[src/rtl/fifo_pkg.sv]
// Shared types for the FIFO read adapter: occupancy states and the default data width.
package fifo_pkg;

    localparam int DATA_WIDTH_DEFAULT = 8;

    typedef enum logic [1:0] {
        EMPTY = 2'd0,
        ONE   = 2'd1,
        TWO   = 2'd2
    } occ_state_e;

    function automatic logic [1:0] occ_count(input occ_state_e s);
        case (s)
            ONE:     occ_count = 2'd1;
            TWO:     occ_count = 2'd2;
            default: occ_count = 2'd0;
        endcase
    endfunction

endpackage

[src/rtl/fifo_skid_buf.sv]
// Two-entry in-order output buffer; head_o is always the oldest buffered word.
module fifo_skid_buf
    import fifo_pkg::*;
#(
    parameter int Data_width = DATA_WIDTH_DEFAULT
) (
    input  logic                  clk,
    input  logic                  rst,
    input  logic                  clear_i,
    input  logic [1:0]            occ_i,
    input  logic                  push_i,
    input  logic                  pop_i,
    input  logic [Data_width-1:0] push_data_i,
    output logic [Data_width-1:0] head_o
);

    logic [Data_width-1:0] head_q, head_d;
    logic [Data_width-1:0] tail_q, tail_d;

    // NOTE: every comb output gets a default first so no path leaves it unassigned (no latch).
    always_comb begin
        head_d = head_q;
        tail_d = tail_q;
        if (clear_i) begin
            head_d = '0;
            tail_d = '0;
        end else begin
            case ({push_i, pop_i})
                2'b10: begin
                    if (occ_i == 2'd0) head_d = push_data_i;
                    else               tail_d = push_data_i;
                end
                2'b01: head_d = tail_q;
                2'b11: begin
                    if (occ_i == 2'd1) begin
                        head_d = push_data_i;
                    end else begin
                        head_d = tail_q;
                        tail_d = push_data_i;
                    end
                end
                default: ;
            endcase
        end
    end

    // NOTE: the two entries are reset explicitly so out_data reads 0 after reset, not stale data.
    always_ff @(posedge clk) begin
        if (rst) begin
            head_q <= '0;
            tail_q <= '0;
        end else begin
            head_q <= head_d;
            tail_q <= tail_d;
        end
    end

    assign head_o = head_q;

endmodule

[src/rtl/fifo_rd_adapter.sv]
// Turns a 1-cycle-latency FIFO read port into a valid/ready stream.
// Optional pop counter output word_cnt is enabled by defining FIFO_RD_ADAPTER_CNT_EN.
module fifo_rd_adapter
    import fifo_pkg::*;
#(
    parameter int Data_width = DATA_WIDTH_DEFAULT,
    parameter int Depth      = 2
) (
    input  logic                  clk,
    input  logic                  rst,
    input  logic                  fifo_empty,
    input  logic [Data_width-1:0] fifo_rd_data,
    output logic                  fifo_rd_en,
    input  logic                  flush,
    output logic                  out_valid,
    input  logic                  out_ready,
    output logic [Data_width-1:0] out_data
`ifdef FIFO_RD_ADAPTER_CNT_EN
    ,
    output logic [15:0]           word_cnt
`endif
);

    localparam logic [2:0] LIMIT = 3'(Depth);

    occ_state_e state_q, state_d;
    logic       inflight_q, inflight_d;
    logic       pop;
    logic       capture;
    logic [2:0] held;

    assign pop     = out_valid && out_ready;
    assign capture = inflight_q;

    // Words already owned by the adapter: buffered plus the one still on the FIFO read bus.
    assign held       = {1'b0, occ_count(state_q)} + {2'b00, inflight_q};
    assign fifo_rd_en = !fifo_empty && !flush && !rst && (held < LIMIT + {2'b00, pop});
    assign inflight_d = fifo_rd_en && !flush;

    // NOTE: sequential state uses non-blocking assignments so all registers update together.
    always_ff @(posedge clk) begin
        if (rst) begin
            state_q    <= EMPTY;
            inflight_q <= 1'b0;
        end else begin
            state_q    <= state_d;
            inflight_q <= inflight_d;
        end
    end

    always_comb begin
        state_d = state_q;
        if (flush) begin
            state_d = EMPTY;
        end else begin
            case ({capture, pop})
                2'b10: state_d = (state_q == EMPTY) ? ONE : TWO;
                2'b01: state_d = (state_q == TWO) ? ONE : EMPTY;
                default: ;
            endcase
        end
    end

    always_comb begin
        out_valid = (state_q != EMPTY);
    end

    fifo_skid_buf #(
        .Data_width (Data_width)
    ) u_buf (
        .clk         (clk),
        .rst         (rst),
        .clear_i     (flush),
        .occ_i       (occ_count(state_q)),
        .push_i      (capture),
        .pop_i       (pop),
        .push_data_i (fifo_rd_data),
        .head_o      (out_data)
    );

`ifdef FIFO_RD_ADAPTER_CNT_EN
    logic [15:0] word_cnt_q, word_cnt_d;

    always_comb begin
        word_cnt_d = word_cnt_q;
        if (flush)    word_cnt_d = '0;
        else if (pop) word_cnt_d = word_cnt_q + 16'd1;
    end

    always_ff @(posedge clk) begin
        if (rst) word_cnt_q <= '0;
        else     word_cnt_q <= word_cnt_d;
    end

    assign word_cnt = word_cnt_q;
`endif

endmodule
[config.mk]
export PLATFORM = sky130hd
export DESIGN_NAME = fifo_rd_adapter
export DESIGN_NICKNAME = d
export VERILOG_FILES = /design/src/rtl/fifo_pkg.sv /design/src/rtl/fifo_skid_buf.sv /design/src/rtl/fifo_rd_adapter.sv
export SDC_FILE = /design/constraint.sdc
export NUM_CORES = 1
export LEC_CHECK = 0
export ABC_AREA = 1
export BUFFER_PORTS_ARGS = -buffer_cell sky130_fd_sc_hd__buf_2
export CAP_MARGIN = 20
export CORE_AREA = 2 2 53 55
export CTS_BUF_LIST = sky130_fd_sc_hd__clkbuf_4 sky130_fd_sc_hd__clkbuf_8 sky130_fd_sc_hd__clkbuf_16
export CTS_CLUSTER_SIZE = 25
export DETAILED_ROUTE_END_ITERATION = 7
export DIE_AREA = 0 0 55 57
export PLACE_DENSITY = 0.66
export SLEW_MARGIN = 15
export SYNTH_ARGS = -nofsm -noshare
export SYNTH_HDL_FRONTEND = slang
export SYNTH_SLANG_ARGS = --single-unit
[constraint.sdc]
create_clock -name clk -period 1.6 [get_ports clk]
set_input_delay 0.16 -clock clk [delete_from_list [all_inputs] [get_ports clk]]
set_output_delay 0.16 -clock clk [all_outputs]
set_load 0.005 [all_outputs]
Word-level counts from Yosys, hierarchy flattened
Index checks and enable logic that the tools add are counted.
Cells by class
  add/subtract/negate cells: 2
  multiply operators: 0
  divide/modulo/power cells: 0
  order comparisons: 1
  equal/unequal tests: 9
  shifts and indexed selects: 0
  multiplexer cells: 10
  bitwise gates (word level): 0
  reduce and logical (&&, ||, !) cells: 17
Operator list (count)
  $mux 8: 4
  $pmux 8 s3: 1
  $pmux 8 s2: 1
  $pmux 2 s2: 2
  $eq 2x1->1 const B: 3
  $eq 2x2->1 const B: 3
  $reduce_bool 2->1: 3
  $logic_and 1x1->1: 5
  $logic_not 2->1: 2
  $ne 2x2->1 const B: 2
  $add 2x1->3: 1
  $add 2x1->3 const A: 1
  $logic_not 1->1: 3
  $lt 3x3->1: 1
  $reduce_and 3->1: 1
  $reduce_bool 3->1: 1
  $mux 2: 1
  $ne 2x1->1 const B: 1
  $reduce_and 2->1: 1
  $reduce_or 2->1: 1
  $mux 1: 1
Word-level totals
  register bits: 19
  bits in latches: 0
  memory bits (writable): 0
  ROM bits: 0
  input bits: 13
  output and inout port bits: 10
  word-level logic and storage cells: 43
  memories: 0

Longest topological paths before layout
Gate-level depths: netlist (run 1).
  word-level depth: 6
  gate-level depth with buffers: 10

Cells and area by module
From an unflattened synthesis (run 1), not the netlist that was laid out.
Second synthesis, totals
  cells, all modules: 173
  area, all modules: 1128.6 um^2
Modules (own cells, without submodules)
  fifo_skid_buf: instances 1, cells each 142, area an instance 904.6 um^2
  fifo_rd_adapter: instances 1, cells each 31, area an instance 224.0 um^2

Least setup slack after synthesis (run 1)
No wires, ideal clock.
  kind: register to output
  start: reg state_q[1]
  end: out fifo_rd_en
  arrival: 1249 ps
  data required time: 1440 ps
  slack: 191 ps
  cell stages (with the launch flop): 7
  path through: dfxtp_1 inv_1 ha_1 ha_1 ha_1 o21ai_1 and3_1
On the way
  word-level cells in the longest chain between the ends: 5
Ends and longest elaborated chain
  from (decl): RTL line fifo_rd_adapter.sv:26  | occ_state_e state_q, state_d;
  from (signal assigned): RTL line fifo_rd_adapter.sv:46  | state_q <= state_d;
  $eq 2x2->1 (tied with other cells): RTL line fifo_pkg.sv:13  | case (s)
  $pmux 2 s2 or $logic_and 1x1->1 (tied branches): RTL line fifo_pkg.sv:13, fifo_rd_adapter.sv:32
  $add 2x1->3, on equally long branches: RTL line fifo_rd_adapter.sv:36, fifo_rd_adapter.sv:37
  $lt 3x3->1 *: RTL line fifo_rd_adapter.sv:37  | assign fifo_rd_en = !fifo_empty && !flush && !rst && (held < LIMIT + {2'b00, pop});
  $logic_and 1x1->1 *: RTL line fifo_rd_adapter.sv:37
  to (decl): RTL line fifo_rd_adapter.sv:13  | output logic fifo_rd_en,
Mark *: on every way between the ends. The rest lies on a longest branch, timed or not.

Worst setup path after layout (run 1)
Same ends and word-level chain as after synthesis.

==> results of run 1 <==
-- through the flow --
step                      instance area (um2)  hold WS, ns  TNS (ns)  cells  power [uW]
after floorplan                          1120        0.368         0    180         554
after detailed placement                 1270        0.489         0    232         597
after CTS                                1370        0.157    -0.126    238         845
after global routing                     1390        0.163    -0.464    238         896
after global placement                   1270        0.480         0    232         594
final                                    1390        0.163    -0.136    238         841
-- power groups by stage --
| stage | registers (uW) | clock network, uW | logic (uW) |
|---|---|---|---|
| detailed placement | 498 | 0 | 99.0 |
| global placement | 497 | 0 | 96.6 |
| CTS | 487 | 255 | 104 |
| floorplan | 497 | 0 | 56.9 |
| finish | 487 | 245 | 108 |
| global route | 489 | 283 | 125 |
-- routing by layer --
| layer | wire [um] | GRT usage [%] |
|---|---|---|
| met5 | 0 | 0 |
| met2 | 1190 | 29.9 |
| met1 | 1270 | 25.4 |
| met4 | 8 | 2.09 |
| met3 | 107 | 5.50 |
-- worst max-delay path, stage by stage, from the launching register on --
cell and delay [ns]:
dfxtp_2 0.38, inv_4 0.05, ha_4 0.16, ha_4 0.16, ha_4 0.25, o21ai_2 0.04
and3_1 0.13, buf_2 0.12
-- layout by cell type, fill, tap and decap left out --
cell type and instances:
dfxtp_2 1, nand3_1 10, and3_1 2, inv_2 1, ha_4 3, a21boi_0 1
o21ai_1 2, nor2_1 20, clkinv_2 1, o21ai_2 1, dfxtp_1 17, inv_4 2
a21oi_1 1, buf_4 6, buf_2 22, ha_2 2, nand3_2 2, clkbuf_4 3
ha_1 1, inv_1 28, dfxtp_4 1, nand4_1 1, nand2_1 54, o21ai_0 22
nand2_4 1, nand2_8 1, nor2_2 1
-- registers in the layout, indices dropped and copies added (netlist names) --
register / count
state_q: 2
u_buf.head_o: 8
u_buf.tail_q: 8
capture: 1
-- layout make-up --
type                            count  area [um2]
Clock buffer                        3        22.5
Multi-Input combinational cell    125         663
Fill cell                         262        1220
Sequential cell                    19         385
Clock inverter                      1        5.00
Timing Repair Buffer               28         155
Inverter                           31         121
Tap cell                           31        38.8
-- repair_timing --
item | in CTS | in global routing
setup endpoints to repair | 1 | 17
setup buffers | 2 | 0
gates resized for setup | 11 | 9
pin swaps | 3 | 2
hold buffers | 0 | 0
-- cells by family after synthesis --
| family | Yosys count | share of synthesized area, % |
|---|---|---|
| AO/OA/AOI/OAI | 27 | 12.2 |
| adder cells (fa/ha/maj) | 6 | 6.67 |
| buffers and inverters | 36 | 13.0 |
| flip-flops | 19 | 33.8 |
| AND/OR/NAND/NOR | 92 | 34.3 |
-- path summary, 6_finish.rpt --
check / start / endpoint / cells past startpoint
setup / recovery: state_q[1]$_SDFFE_PP0P_ / fifo_rd_en / 7
hold reg to reg: u_buf.tail_q[6]$_SDFFE_PP0P_ / u_buf.tail_q[6]$_SDFFE_PP0P_ / 2
hold / removal: fifo_empty / capture$_SDFF_PP0_ / 3
setup reg to reg: state_q[0]$_SDFFE_PP0P_ / u_buf.head_o[1]$_SDFFE_PP0P_ / 9
==> parameters.txt, run 1 <==
Parameter                              Value

Timing
  Post-layout minimum cycle time    1.74 ns
  Highest attainable clock frequency    0.576 GHz
  Period Utilization, post-route    109%
  Slew HR    76.9%
  Setup WS post-layout    -0.136 ns
  Actual transition at the worst max-transition pin    0.346 ns
  Worst setup skew after layout    0.00592 ns
  Endpoints failing hold    0
  Setup repair after global routing missed its margin    true
  Setup violators final    1
  Final Max Slew Viols    0

Power and ir drop
  Ratio of total power to cell area    604 nW/um2
  Cell internal power dissipation    619 uW
  Portion of total power attributed to combinational logic    12.9%
  Peak supply drop    0.557 mV
  Sw Share    26.4%
  Sequential fraction of design power    57.9%
  Switching power    222 uW
  Static Leak    0.000699 uW
  Share of power burned in the clock network    29.2%

Flow run
  Max-cap violations    0

Die
  Overall die width    55 um
  Die height    57 um
  Top Ports    23
  Cell row count    19
  Area of the core    2620 um2
  Area enclosed by the die boundary    3140 um2
  Effective utilization at floorplan    43.0%

Route
  DR vias    1,138
  Residual DRC count    0
  Wire length per cell    10.8 um
  Routed wire length    2570 um
  Detailed-route vias per instance    4.78
  Number of DRC markers after the initial detailed-route iteration    19
  Number of nets with antenna violations after detailed routing    0
  Number of detailed-routing iterations run before antenna repair    4

Synthesis
  Commonest register cell after synthesis    dfxtp_1
  Fraction of registers with async set or reset after synthesis    0%
  Mean Syn Cell Area    6.25 um2
  Most frequent cells after synthesis    54 x nand2_1, 30 x inv_1, 24 x o21ai_0
  Synthesized instance count    180
  Biggest area consumer among synthesized cells    dfxtp_1
  Fraction of post-synthesis cell area in the top cell type by area    33.8%
  Number of nets in the synthesized netlist    199
  Share of the yosys chip area belonging to registers    33.8%
  Total of warnings raised by yosys    0
  Number of enable flip-flop cells after synthesis    0
  Synth cell types    20
  Most repeated cell in the gate-level netlist after synthesis    nand2_1
  Top cells by area, synth    dfxtp_1 34%, nand2_1 18%, o21ai_0 11%, inv_1 10%, ha_1 6.7%
  Total standard cell area after synthesis    1120 um2
  Post-synthesis register bit count    19

CTS
  TritonCTS buffer count    3
  CTS clock-pin slew for the worst setup and hold paths    0.11 ns
  Clk_lat worst skew    0.30 ns
  CTS tree    built
  Maximum level of the CTS H-tree    1
  Cell chosen for the clock root    clkbuf_4
  Maximum count of clock buffers along a single path    2
  Sink count of the clock tree    19

Setup path
  Crit Path Max Fanout    3
  Worst setup EP type    output pin
  Critical path start-end classification    reg2out
  Worst EP arrival    1.58 ns
  Critical Path Source Type    flop
  Data required time of the worst path    1.44 ns
  Slack of the worst reg-to-reg path    0.08 ns

Global routing
  First-pass GRT wire length    4330 um
  Total global routing track utilization    18.6%
  Number of antenna violations at the first check in global routing    0
  GRT overflow    0
  Maximum number of pins on one net before global-route repair    21
  Via count of the first global-routing pass    1,002

Place
  Setup slack after placement    0.0461 ns
  Detailed placement HPWL    1780 um
  Total of buffers placed on input and output ports    22
  Final weighted congestion in routability-driven placement    0.773

Layout
  Synth-to-layout area growth    23.7%
  Fraction of final layout cells with drive strength greater than 1    23.2%
  Diodes inserted    0
  Net count of the finished layout    227
  Core utilization of the finished layout    53.2%

Run status
  Violations in the final reports    negative setup slack
  Status    finished with violations

Min path
  Worst hold path class    in2reg
(Power assumes the default switching activity.)
==> inputs of run 2 (changes only) <==
Settings changed: TNS_END_PERCENT set to 20.
==> parameters.txt, run 2 (synthesis results as in run 1) <==
Parameter                              Value

Run status
  Status    finished with violations
  Violations in the final reports    negative setup slack

Min path
  Hold path cells    3
  Worst hold path class    in2reg
  Hold_sp    fifo_empty
  Worst-case hold path end point    capture$_SDFF_PP0_

Timing
  Slew HR    77.2%
  Total Negative Setup Slacks    -0.135 ns
  Setup violators final    1
  Final Max Slew Viols    0
  Worst setup skew after layout    0.00585 ns
  Endpoints failing hold    0
  Post-layout minimum cycle time    1.73 ns
  Actual transition at the worst max-transition pin    0.341 ns
  Highest attainable clock frequency    0.576 GHz
  Period Utilization, post-route    108%
  Setup WS post-layout    -0.135 ns
  Setup repair after global routing missed its margin    true

Place
  Total of buffers placed on input and output ports    22
  Final weighted congestion in routability-driven placement    0.773
  Detailed placement HPWL    1780 um
  DP Cell Count    232

CTS
  Count of hold buffers inserted by post-cts repair    0
  Maximum count of clock buffers along a single path    2
  Cell chosen for the clock root    clkbuf_4
  CTS clock-pin slew for the worst setup and hold paths    0.11 ns
  Clk_lat worst skew    0.30 ns
  TritonCTS buffer count    3
  Maximum level of the CTS H-tree    1
  CTS tree    built
  Sink count of the clock tree    19

Setup path
  Critical path's top delay family    adder cells
  Cell type with the highest occurrence count on the critical path    ha_4
  Critical Path Source Type    flop
  Count of cells along the worst register-to-register path    9
  Crit Path Max Fanout    3
  Endpoint of the most critical register-to-register path    u_buf.head_o[1]$_SDFFE_PP0P_
  Buffering stage count on the worst path with inverters included    2
  Critical path start-end classification    reg2out
  Ordered list of cells on the worst path    inv_4 > ha_4 > ha_4 > ha_4 > o21ai_2 > and3_1 > buf_2
  Maximum single-stage delay on the critical path    0.38 ns
  Worst setup EP type    output pin
  Critical Path Slowest Stage Cell    dfxtp_2
  Worst reg2reg path startpoint    state_q[0]$_SDFFE_PP0P_
  Data required time of the worst path    1.44 ns
  Worst EP arrival    1.57 ns
  Slack of the worst reg-to-reg path    0.09 ns

Route
  Number of DRC markers after the initial detailed-route iteration    26
  DR vias    1,157
  Routed wire length    2590 um
  Number of detailed-routing iterations run before antenna repair    4
  Wire length per cell    10.9 um
  Number of nets with antenna violations after detailed routing    0
  Residual DRC count    0
  Detailed-route vias per instance    4.86

Die
  Top Ports    23
  Area enclosed by the die boundary    3140 um2
  Cell row count    19
  Die height    57 um
  Overall die width    55 um
  Area of the core    2620 um2
  Effective utilization at floorplan    43.0%

Global routing
  GRT overflow    0
  Via count of the first global-routing pass    1,002
  Number of antenna violations at the first check in global routing    0
  Maximum number of pins on one net before global-route repair    21
  First-pass GRT wire length    4330 um
  Total global routing track utilization    18.6%

Power and ir drop
  Peak supply drop    0.553 mV
  Static Leak    0.000699 uW
  Ratio of total power to cell area    603 nW/um2

Layout
  Core utilization of the finished layout    53.2%
  Fin cells    238
  Most frequent cells in the layout    54 x nand2_1, 28 x inv_1, 22 x o21ai_0, 22 x buf_2, 20 x nor2_1
  Net count of the finished layout    227
  Diodes inserted    0
  Most common cell after layout, fill and taps aside    nand2_1
  Synth-to-layout area growth    23.7%
  Fraction of final layout cells with drive strength greater than 1    23.2%

Flow run
  Max-cap violations    0
run 2: cell counts in the layout (fill, tap and decap cells not counted):
Identical to the previous run, type by type.
run 2: per-stage QoR:
stage,power [uW],worst slack [ns],hold WS [ns],area [um2]
final,838,-0.135,0.167,1390
after global routing,896,-0.195,0.163,1390
after CTS,845,-0.126,0.157,1370
after detailed placement,597,0.0461,0.489,1270
after global placement,594,0.0926,0.480,1270
after floorplan,554,0.191,0.368,1120
run 2: layer usage:
| layer | vias up | wire, um | global-route usage, % |
|---|---|---|---|
| li1 | 611 | - | - |
| met1 | 518 | 1260 | 25.4 |
| met2 | 26 | 1220 | 29.9 |
| met3 | 2 | 103 | 5.50 |
| met4 | 0 | 8 | 2.09 |
| met5 | - | 0 | 0 |
run 2: worst max path at each step:
| stage | startpoint | end | slack, ns | depth (start not counted) |
|---|---|---|---|---|
| after floorplan | state_q[1]$_SDFFE_PP0P_ | fifo_rd_en | 0.19 | 6 |
| after global placement | state_q[1]$_SDFFE_PP0P_ | fifo_rd_en | 0.09 | 7 |
| after detailed placement | state_q[1]$_SDFFE_PP0P_ | fifo_rd_en | 0.05 | 7 |
| after CTS | state_q[1]$_SDFFE_PP0P_ | fifo_rd_en | -0.13 | 7 |
| after global routing | state_q[1]$_SDFFE_PP0P_ | fifo_rd_en | -0.20 | 7 |
| final | state_q[1]$_SDFFE_PP0P_ | fifo_rd_en | -0.13 | 7 |
run 2: final cells by class:
| type | count | area, um2 |
|---|---|---|
| clock buffer | 3 | 22.5 |
| multi-input combinational | 125 | 663 |
| clock inverter | 1 | 5.00 |
| tap | 31 | 38.8 |
| sequential | 19 | 385 |
| timing repair buffer | 28 | 155 |
| inverter | 31 | 121 |
| fill | 262 | 1220 |
run 2: repair_timing:
item                       in CTS  in global routing
setup endpoints to repair       1                 17
pin swaps                       3                  2
buffers inserted                2                  0
hold endpoints to repair        0                  0
resized for setup              11                  9
gates cloned                    0                  0
run 2: where the power goes:
part	switching [uW]	internal, uW
clock network	150	93.1
registers	6.90	480
logic	62.6	46.1
run 2: worst min-delay path, stage by stage:
cell and delay (ns):
buf_2 0.07, nor2_1 0.04, and3_1 0.16
==> inputs of run 3 (changes only) <==
Settings changed: SETUP_SLACK_MARGIN set to 0.3.
==> parameters.txt, run 3 (synthesis results as in run 1) <==
Parameter                              Value

Setup path
  Worst reg2reg path startpoint    state_q[0]$_SDFFE_PP0P_
  Data required time of the worst path    1.44 ns
  Slack of the worst reg-to-reg path    0.18 ns
  Count of cells along the worst register-to-register path    9
  Critical path start-end classification    reg2out
  Crit Path Max Fanout    3
  Critical Path Source Type    flop
  Endpoint of the most critical register-to-register path    u_buf.head_o[3]$_SDFFE_PP0P_
  Worst setup EP type    output pin
  Worst EP arrival    1.59 ns

Layout
  Most frequent cells in the layout    41 x nand2_1, 26 x inv_1, 21 x buf_2, 20 x nor2_1, 17 x dfxtp_1
  Synth-to-layout area growth    40.6%
  Fraction of final layout cells with drive strength greater than 1    37.4%
  Diodes inserted    0
  Net count of the finished layout    231
  Most common cell after layout, fill and taps aside    nand2_1

CTS
  TritonCTS buffer count    3
  Maximum level of the CTS H-tree    1
  Cell chosen for the clock root    clkbuf_4
  Clk_lat worst skew    0.32 ns
  Sink count of the clock tree    19
  Maximum count of clock buffers along a single path    2
  CTS tree    built
  CTS clock-pin slew for the worst setup and hold paths    0.12 ns
  Count of hold buffers inserted by post-cts repair    0

Power and ir drop
  Sw Share    29.7%
  Switching power    268 uW
  Peak supply drop    0.581 mV
  Share of power burned in the clock network    30.2%
  Cell internal power dissipation    632 uW
  Static Leak    0.000757 uW
  Portion of total power attributed to combinational logic    15.9%
  Sequential fraction of design power    53.9%
  Ratio of total power to cell area    569 nW/um2
  Total power    900 uW

Run status
  Violations in the final reports    negative setup slack
  Status    finished with violations

Die
  Overall die width    55 um
  Die height    57 um
  Top Ports    23
  Area enclosed by the die boundary    3140 um2
  Area of the core    2620 um2
  Cell row count    19
  Effective utilization at floorplan    43.0%

Global routing
  Maximum number of pins on one net before global-route repair    17
  Number of antenna violations at the first check in global routing    0
  Total global routing track utilization    20.0%
  GRT overflow    0
  Via count of the first global-routing pass    1,024
  First-pass GRT wire length    4600 um

Place
  Detailed placement HPWL    1880 um
  Final weighted congestion in routability-driven placement    0.751
  Total of buffers placed on input and output ports    22

Min path
  Worst hold path class    in2reg
  Worst-case hold path end point    capture$_SDFF_PP0_
  Hold path cells    3
  Hold_sp    fifo_empty

Timing
  Period Utilization, post-route    109%
  Worst setup skew after layout    0.0138 ns
  Setup WS post-layout    -0.150 ns
  Setup violators final    1
  Highest attainable clock frequency    0.571 GHz
  Post-layout minimum cycle time    1.75 ns
  Actual transition at the worst max-transition pin    0.276 ns
  Setup repair after global routing missed its margin    true
  Endpoints failing hold    0
  Final Max Slew Viols    0
  Total Negative Setup Slacks    -0.150 ns
  Slew HR    81.5%

Route
  Number of detailed-routing iterations run before antenna repair    4
  DR vias    1,200
  Detailed-route vias per instance    4.96
  Number of nets with antenna violations after detailed routing    0
  Routed wire length    2890 um
  Residual DRC count    0
  Wire length per cell    12.0 um
  Number of DRC markers after the initial detailed-route iteration    16

Flow run
  Max-cap violations    0
==> run 3: cell count changes in the layout (fill, tap and decap cells not counted), moves of 3 or more <==
cell,previous run,this run
nand2_2,0,10
nand2_1,54,41
o21ai_1,2,9
o21ai_0,22,7
nand3_2,2,7
o21ai_2,1,9
buf_6,0,3
nand3_1,10,5
==> run 3: final cells by class <==
type	count	area [um2]
inverters	31	129
clock inverters	1	5.00
repair buffers	32	211
multi-input cells	125	787
fillers	252	1030
flip-flops and latches	19	388
well taps	31	38.8
clock buffers	3	22.5
==> run 3: timing repair <==
action,4_1_cts,5_1_grt
cloned,0,0
pin swaps,44,41
resized for setup,28,26
setup buffers,6,0
setup endpoints to repair,17,20
==> run 3: critical path, stage by stage, from the launching register on <==
cell     delay, ns
dfxtp_4       0.38
inv_4         0.05
ha_4          0.15
ha_4          0.15
ha_4          0.25
o21ai_2       0.04
and3_1        0.13
buf_2         0.12
==> run 3: through the flow <==
step	cell area, um2	setup WS (ns)	utilization, %	instances	hold WS (ns)
6_report	1580	-0.150	60.5	242	0.154
5_1_grt	1580	-0.216	60.5	242	0.158
4_1_cts	1510	-0.175	57.9	242	0.145
3_5_place_dp	1340	0.134	51.3	232	0.490
3_3_place_gp	1340	0.172	51.3	232	0.477
2_1_floorplan	1190	0.300	-	180	0.368
==> run 3: worst max path at each step <==
stage | start | to | slack [ns] | cells after the start
2_1_floorplan | state_q[0]$_SDFFE_PP0P_ | fifo_rd_en | 0.30 | 7
3_3_place_gp | state_q[0]$_SDFFE_PP0P_ | u_buf.head_o[7]$_SDFFE_PP0P_ | 0.17 | 9
3_5_place_dp | state_q[0]$_SDFFE_PP0P_ | u_buf.head_o[3]$_SDFFE_PP0P_ | 0.13 | 9
4_1_cts | state_q[1]$_SDFFE_PP0P_ | fifo_rd_en | -0.17 | 7
5_1_grt | state_q[1]$_SDFFE_PP0P_ | fifo_rd_en | -0.22 | 7
6_report | state_q[1]$_SDFFE_PP0P_ | fifo_rd_en | -0.15 | 7
==> run 3: routing by layer <==
| metal | track usage, % | up-vias | wire length (um) |
|---|---|---|---|
| met1 | 26.7 | 543 | 1330 |
| met5 | 0 | - | 0 |
| met4 | 6.62 | 0 | 35 |
| met3 | 2.36 | 4 | 137 |
| met2 | 33.0 | 35 | 1390 |
| li1 | - | 618 | - |
==> run 3: power groups by stage <==
stage	clock [uW]	sequential, uW	combinational [uW]
5_1_grt	299	486	157
2_1_floorplan	0	499	63.9
6_report	272	485	143
3_3_place_gp	0	497	108
3_5_place_dp	0	498	110
4_1_cts	269	486	129
